### src/rtl/uart_tx_arbiter.sv
// Four-requester round-robin arbiter feeding one UART transmitter, with a done-timeout
// and a small CSR bank (enable, status, timeout, byte count).
module uart_tx_arbiter #(
   parameter logic [3:0]  csr_addr        = 4'h0,
   parameter logic [15:0] timeout_default = 16'hFFFF
) (
   input  logic        sys_clk,
   input  logic        sys_rst,
   input  logic [3:0]  req_valid,
   input  logic [31:0] req_data,
   output logic [3:0]  req_ready,
   output logic [7:0]  tx_data,
   output logic        tx_wr,
   input  logic        tx_done,
   input  logic [13:0] csr_a,
   input  logic        csr_we,
   input  logic [31:0] csr_di,
   output logic [31:0] csr_do
);

   typedef enum logic [1:0] {StIdle, StIssue, StWait} state_t;

   state_t      r_state;
   state_t      w_state_nxt;
   logic [1:0]  r_last_grant;
   logic [7:0]  r_tx_data;
   logic [3:0]  r_enable;
   logic [15:0] r_timeout;
   logic [15:0] r_timer;
   logic        r_flag;
   logic [15:0] r_count;
   logic [31:0] r_csr_do;

   logic [3:0]  w_eligible;
   logic        w_grant_vld;
   logic [1:0]  w_grant_idx;
   logic        w_accept;
   logic        w_issue;
   logic        w_done_cnt;
   logic        w_expire;
   logic        w_sel;
   logic [2:0]  w_idx;
   logic        w_wr;
   logic [31:0] w_rd_data;
   logic        w_unused;

   assign w_eligible = req_valid & r_enable;

   // Descending scan so the lowest offset from last_grant+1 is the one that sticks.
   always_comb begin
      w_grant_vld = 1'b0;
      w_grant_idx = 2'd0;
      for (int k = 4; k >= 1; k--) begin
         if (w_eligible[r_last_grant + 2'(k)]) begin
            w_grant_vld = 1'b1;
            w_grant_idx = r_last_grant + 2'(k);
         end
      end
   end

   always_comb begin
      w_state_nxt = r_state;
      w_accept    = 1'b0;
      w_issue     = 1'b0;
      w_done_cnt  = 1'b0;
      w_expire    = 1'b0;
      unique case (r_state)
         StIdle: begin
            if (w_grant_vld) begin
               w_accept    = 1'b1;
               w_state_nxt = StIssue;
            end
         end
         StIssue: begin
            w_issue     = 1'b1;
            w_state_nxt = StWait;
         end
         StWait: begin
            if (tx_done) begin
               w_done_cnt  = 1'b1;
               w_state_nxt = StIdle;
            end else if (r_timer == 16'd1) begin
               w_expire    = 1'b1;
               w_state_nxt = StIdle;
            end
         end
         default: w_state_nxt = StIdle;
      endcase
   end

   assign req_ready = (w_accept && !sys_rst) ? (4'b0001 << w_grant_idx) : 4'b0000;
   assign tx_wr     = w_issue && !sys_rst;
   assign tx_data   = r_tx_data;
   assign csr_do    = r_csr_do;

   assign w_sel    = (csr_a[13:10] == csr_addr);
   assign w_idx    = csr_a[2:0];
   assign w_wr     = w_sel && csr_we;
   assign w_unused = ^{csr_a[9:3], csr_di[31:16]};

   always_comb begin
      w_rd_data = 32'd0;
      if (w_sel) begin
         case (w_idx)
            3'd0:    w_rd_data = {28'd0, r_enable};
            3'd1:    w_rd_data = {28'd0, r_flag, (r_state != StIdle), r_last_grant};
            3'd2:    w_rd_data = {16'd0, r_timeout};
            3'd3:    w_rd_data = {16'd0, r_count};
            default: w_rd_data = 32'd0;
         endcase
      end
   end

   always_ff @(posedge sys_clk or posedge sys_rst) begin
      if (sys_rst) begin
         r_state      <= StIdle;
         r_last_grant <= 2'd3;
         r_tx_data    <= 8'd0;
         r_enable     <= 4'hF;
         r_timeout    <= timeout_default;
         r_timer      <= 16'd0;
         r_flag       <= 1'b0;
         r_count      <= 16'd0;
         r_csr_do     <= 32'd0;
      end else begin
         r_state  <= w_state_nxt;
         r_csr_do <= w_rd_data;
         if (w_accept) begin
            r_last_grant <= w_grant_idx;
            r_tx_data    <= req_data[{w_grant_idx, 3'b000} +: 8];
         end
         // A timeout value written mid-wait only matters from the next load.
         if (w_issue) begin
            r_timer <= r_timeout;
         end else if (r_state == StWait && r_timer != 16'd0) begin
            r_timer <= r_timer - 16'd1;
         end
         if (w_wr && w_idx == 3'd0) begin
            r_enable <= csr_di[3:0];
         end
         if (w_wr && w_idx == 3'd2) begin
            r_timeout <= csr_di[15:0];
         end
         if (w_expire) begin
            r_flag <= 1'b1;
         end else if (w_wr && w_idx == 3'd1 && csr_di[3]) begin
            r_flag <= 1'b0;
         end
         if (w_wr && w_idx == 3'd3) begin
            r_count <= 16'd0;
         end else if (w_done_cnt) begin
            r_count <= r_count + 16'd1;
         end
      end
   end

endmodule

### config.mk
export PLATFORM = sky130hd
export DESIGN_NAME = uart_tx_arbiter
export DESIGN_NICKNAME = d
export VERILOG_FILES = /design/src/rtl/uart_tx_arbiter.sv
export SDC_FILE = /design/constraint.sdc
export NUM_CORES = 1
export LEC_CHECK = 0
export ABC_AREA = 1
export CAP_MARGIN = 20
export CORE_ASPECT_RATIO = 1.25
export CORE_MARGIN = 4
export CORE_UTILIZATION = 45
export DETAILED_ROUTE_END_ITERATION = 12
export HOLD_SLACK_MARGIN = 0.12
export PLACE_DENSITY = 0.87
export SETUP_SLACK_MARGIN = 0.2
export SLEW_MARGIN = 20
export SYNTH_ARGS = -nofsm -noshare
export SYNTH_HDL_FRONTEND = slang
export SYNTH_SLANG_ARGS = --single-unit
### constraint.sdc
create_clock -name sys_clk -period 5.83 [get_ports sys_clk]
set_clock_uncertainty 0.15 [all_clocks]
set_input_delay 0.8745 -clock sys_clk [delete_from_list [all_inputs] [get_ports sys_clk]]
set_output_delay 0.8745 -clock sys_clk [all_outputs]
set_load 0.03 [all_outputs]
* Word-level counts from Yosys, hierarchy flattened
Cells that the tools add are included.
Operators by class: add/sub/neg operators 5, shift-type cells 2, reduce and logical (&&, ||, !) cells 19, bitwise logic cells 1, order comparisons 4, multiplexer cells 37, equality and inequality tests 8
Operators by type and width (number):
- $mux 16 | 5
- $pmux 16 s4 | 1
- $shiftx 32x6->8 | 1
- $mux 1 | 18
- $add 16x1->16 const B | 1
- $eq 16x1->1 const B | 1
- $reduce_bool 16->1 | 1
- $sub 16x1->16 const B | 1
- $mux 2 | 7
- $lt 2x3->1 const B | 4
- $logic_and 1x1->1 | 9
- $bmux 1 s2 | 4
- $reduce_bool 2->1 | 4
- $eq 3x2->1 const B | 2
- $pmux 2 s3 | 1
- $add 2x2->2 const B | 2
- $and 4x4->4 | 1
- $logic_not 4->1 | 1
- $mux 4 | 1
- $shl 1x2->4 const A | 1
- $eq 3x1->1 const B | 1
- $logic_not 3->1 | 1
- $ne 3x3->1 const B | 1
- $add 2x1->2 const B | 1
- 6 further kinds | 6
Word-level totals: register bits 97, output and inout bits 45

* Logic depth before layout (Yosys ltp)
depth after elaboration 11, gate-level depth with buffers 14, mapped depth without buffers 14

* Worst setup path before layout
Ideal clock, no wire load.
path kind input to output, start point input port sys_rst, end point output port req_ready[1], data arrival time 3275 ps, data required time 4806 ps, stages on the path 3, slack 1530 ps, cell sequence inv_1 -> nand3_1 -> nor2_1
Between the ends: word-level cells in the longest chain between the ends 3
RTL lines:
- start, declared | RTL line 8 | input logic sys_rst,
- $logic_not 1->1 (no source line)
- $logic_and 1x1->1 | RTL line 91 | assign req_ready = (w_accept && !sys_rst) ? (4'b0001 << w_grant_idx) : 4'b0000;
- $mux 4 | RTL line 91
- end, declared | RTL line 11 | output logic [3:0] req_ready,
Every way passes these cells.

* Final worst setup path
start point input port req_valid[1], end point output port req_ready[1]
Between the ends: word-level cells in the longest chain between the ends 11, elaborated cells on any way between the ends 22, those cells by class shift: 1; mux: 19; bitwise: 1; reduce/logical: 1
RTL lines:
- start, declared | RTL line 9 | input logic [3:0] req_valid,
- $and 4x4->4 * | RTL line 47 | assign w_eligible = req_valid & r_enable;
- $bmux 1 s2 | RTL line 54 | if (w_eligible[r_last_grant + 2'(k)]) begin
- $mux 1 (implied by the code) | RTL line 54
- $mux 1 (4 in a row) | RTL line 54
- $mux 1 | RTL line 69 | if (w_grant_vld) begin
- $mux 1 | RTL line 67 | unique case (r_state)
- $logic_and 1x1->1 | RTL line 91
- $mux 4 * | RTL line 91
Mark *: on every way between the ends. The rest lies on a longest branch, timed or not. The select of a mux whose other input is x is not followed.

==> impl_metrics.yaml <==
min_path:
  worst_hold_startpoint: "r_timer[15]"
  hp-class: "register to register"
final_layout:
  drive_gt1_share_pct: 11.9
  num_antenna_cells: 0
  mostFrequentLayoutCells: "nand2_1, clkdlybuf4s50_1, inv_1"
  mostFrequentLayoutCell: "nand2_1"
  area_growth_pct: 27.5
  fillers: 803
  final_cells: 782
  final_util_pct: 59.5
  finalNetCount: 740
  final_area_um2: 5800
timing:
  hold_slack_ps: 349
  slew_violations: 0
  setup_slack_ps: 1540
  period_share_pct: 73.6
  rsz0062_at_grt: "no"
  fmax_mhz: 233
  tns_ps: 0
  maxSlewHeadroom_pct: 35.4
  setup_violations: 0
  worst_pin_slew_ps: 969
  hold_viol_final: 0
  min_period_ps: 4290
synthesis:
  netlist_area_um2: 4550
  synth_mux_area_share_pct: 3.71
  synth-simple-area-share_pct: 27.0
  yosysWarnings: 0
  syn_inst: 560
  syn_avg_cell_area_um2: 8.13
  ys_types: 46
  synth_fa_ha_area_share_pct: 0.825
  yosysSeqAreaShare_pct: 45.1
  synth_top_family_by_area: "simple AND/OR/NAND/NOR gates"
  ys_ff_latch: 81
  synth_compound_area_share_pct: 10.9
  synthXorXnorAreaFrac_pct: 1.92
global_route:
  track_usage_pct: 20.2
  antenna_found_initial: 0
  grt_pass1_wl_mm: 19.5
  grt_remaining_overflow: 0
  grt_start_max_net_pins: 82
  first_global_vias: 4263
clocking:
  numCtsBuffers: 9
  cts_setup_buffers: 0
  cts_num_sinks: 81
  cts_hold_buffers: 0
  clk_path_buf_depth: 2
  htreeDepth: 3
  cts_tree: "done"
  cts_resized: 0
  cts_root_buf: "clkbuf_16"
  clk_latency_ps: 330
  clkTransAtPathRegs_ps: 60
floorplan:
  dieArea_um2: 11800
  rows: 40
  die_x_um: 97.9
  die_y_um: 120
  io_pins: 131
  start_util_pct: 46.6
  coreArea_um2: 9760
critical_path:
  startpoint: "req_valid[1]"
  worstPathRequired_ps: 4810
  reg2reg_from: "r_last_grant[0]"
  critPathKind: "input port to output port"
  arrival_ps: 3270
  cp-start-kind: "input port"
  end_kind: "output port"
  crit_fanout: 24
placed_design:
  pre_cts_slack_ps: 1570
  dp_hpwl_mm: 8.65
  dpl_cell_area_um2: 5500
  gp_congestion: 0.832
  portBuffers: 91
  dp_cells: 766
route:
  drtIter0Drc: 376
  ant_nets: 0
  drt-total-wl_mm: 11.7
  wl_per_cell_um: 14.9
  route.met2.wl_mm: 6.21
  vias: 4231
  drc: 0
  firstDrtPassIters: 5
  wl_met1_mm: 4.33
  top_layer: "met4"
  vias_per_cell: 5.41
  route.met3.wl_um: 784
power:
  cellPowerDensity_nw_per_um2: 445
  p_total_mw: 2.58
  leakagePower_nw: 2.74
  ir_worst_vdd_mv: 0.310
job:
  maxCapViolCount: 0
outcome:
  outcome: "complete, no violations"
==> critical path, stage by stage <==
cell             delay, ps
clkdlybuf4s50_1        460
nand2_1                 80
o21ai_1                210
nand2_1                110
nand2_1                 90
nand2_2                100
nand2_4                 90
nand2_4                 70
nand2_4                200
nand3_1                150
nor2_1                 120
clkdlybuf4s50_1        720
==> per-layer routing <==
layer | GRT usage (%) | vias up
li1 | - | 1985
met1 | 22.8 | 1990
met2 | 36.5 | 217
met3 | 3.87 | 39
met4 | 9.09 | 0
met5 | 0 | -
==> report_power, final <==
group          switching (mW)  internal [mW]
Combinational           0.798          0.416
Clock                   0.212          0.340
Sequential              0.116          0.699
Total                    1.13           1.45
==> worst paths after layout <==
path	cells past startpoint	slack [ps]	endpoint
setup / recovery	12	1540	req_ready[1]
hold / removal	2	350	r_timer[15]
setup reg to reg	13	3390	tx_data[0]
hold reg to reg	2	350	r_timer[15]
max in group asynchronous	3	3750	csr_do[8]
min in group asynchronous	3	1160	tx_data[1]
==> sequential cells by signal (all words and copies together), names as in the netlist <==
name / cells
tx_data: 8
r_last_grant: 2
r_count: 16
r_state: 2
r_enable: 4
csr_do: 16
r_flag: 1
r_timeout: 16
r_timer: 16
==> synthesized netlist by cell type (all sizes together) <==
master	count	share of area (%)
nor4	4	0.55
clkinv	1	0.082
buf	21	3.5
dfrtp	59	32
nand2	137	12
xor2	5	0.96
ha	3	0.82
nor2	53	4.9
a22oi	12	2.0
a221oi	4	0.77
inv	77	6.4
mux2	15	3.7
or2	1	0.14
conb	1	0.082
nor3	14	2.0
and3	1	0.14
xnor2	5	0.96
and2	2	0.33
dfstp	22	13
a31oi	3	0.41
or3	1	0.14
o21a	2	0.33
o21ai	20	2.2
nand4	6	0.96
o221ai	3	0.58
nand3	46	5.3
o22ai	4	0.55
clkbuf	6	0.49
o32ai	1	0.19
nor3b	2	0.33
a21oi	18	2.1
o211ai	11	1.8
==> final cells by class <==
cell class | instances | area [µm²] | area share (%)
repair buffers | 92 | 918 | 15.8
flip-flops and latches | 81 | 2050 | 35.4
clock inverters | 6 | 57.6 | 0.992
inverters | 78 | 293 | 5.05
multi-input cells | 389 | 2080 | 35.9
clock buffers | 10 | 239 | 4.12
well taps | 126 | 158 | 2.72
==> kinds of logic (layout without fill, tap and decap cells) <==
logic type / Yosys count / count (layout)
AO/OA/AOI/OAI: 78 / 78
XOR/XNOR: 10 / 10
adder cells (fa/ha/maj): 3 / 3
buffers and inverters: 105 / 186
flip-flops: 81 / 81
multiplexers: 15 / 15
other: 1 / 16
AND/OR/NAND/NOR: 267 / 267
Note: power is estimated with default switching activity, not from simulation.
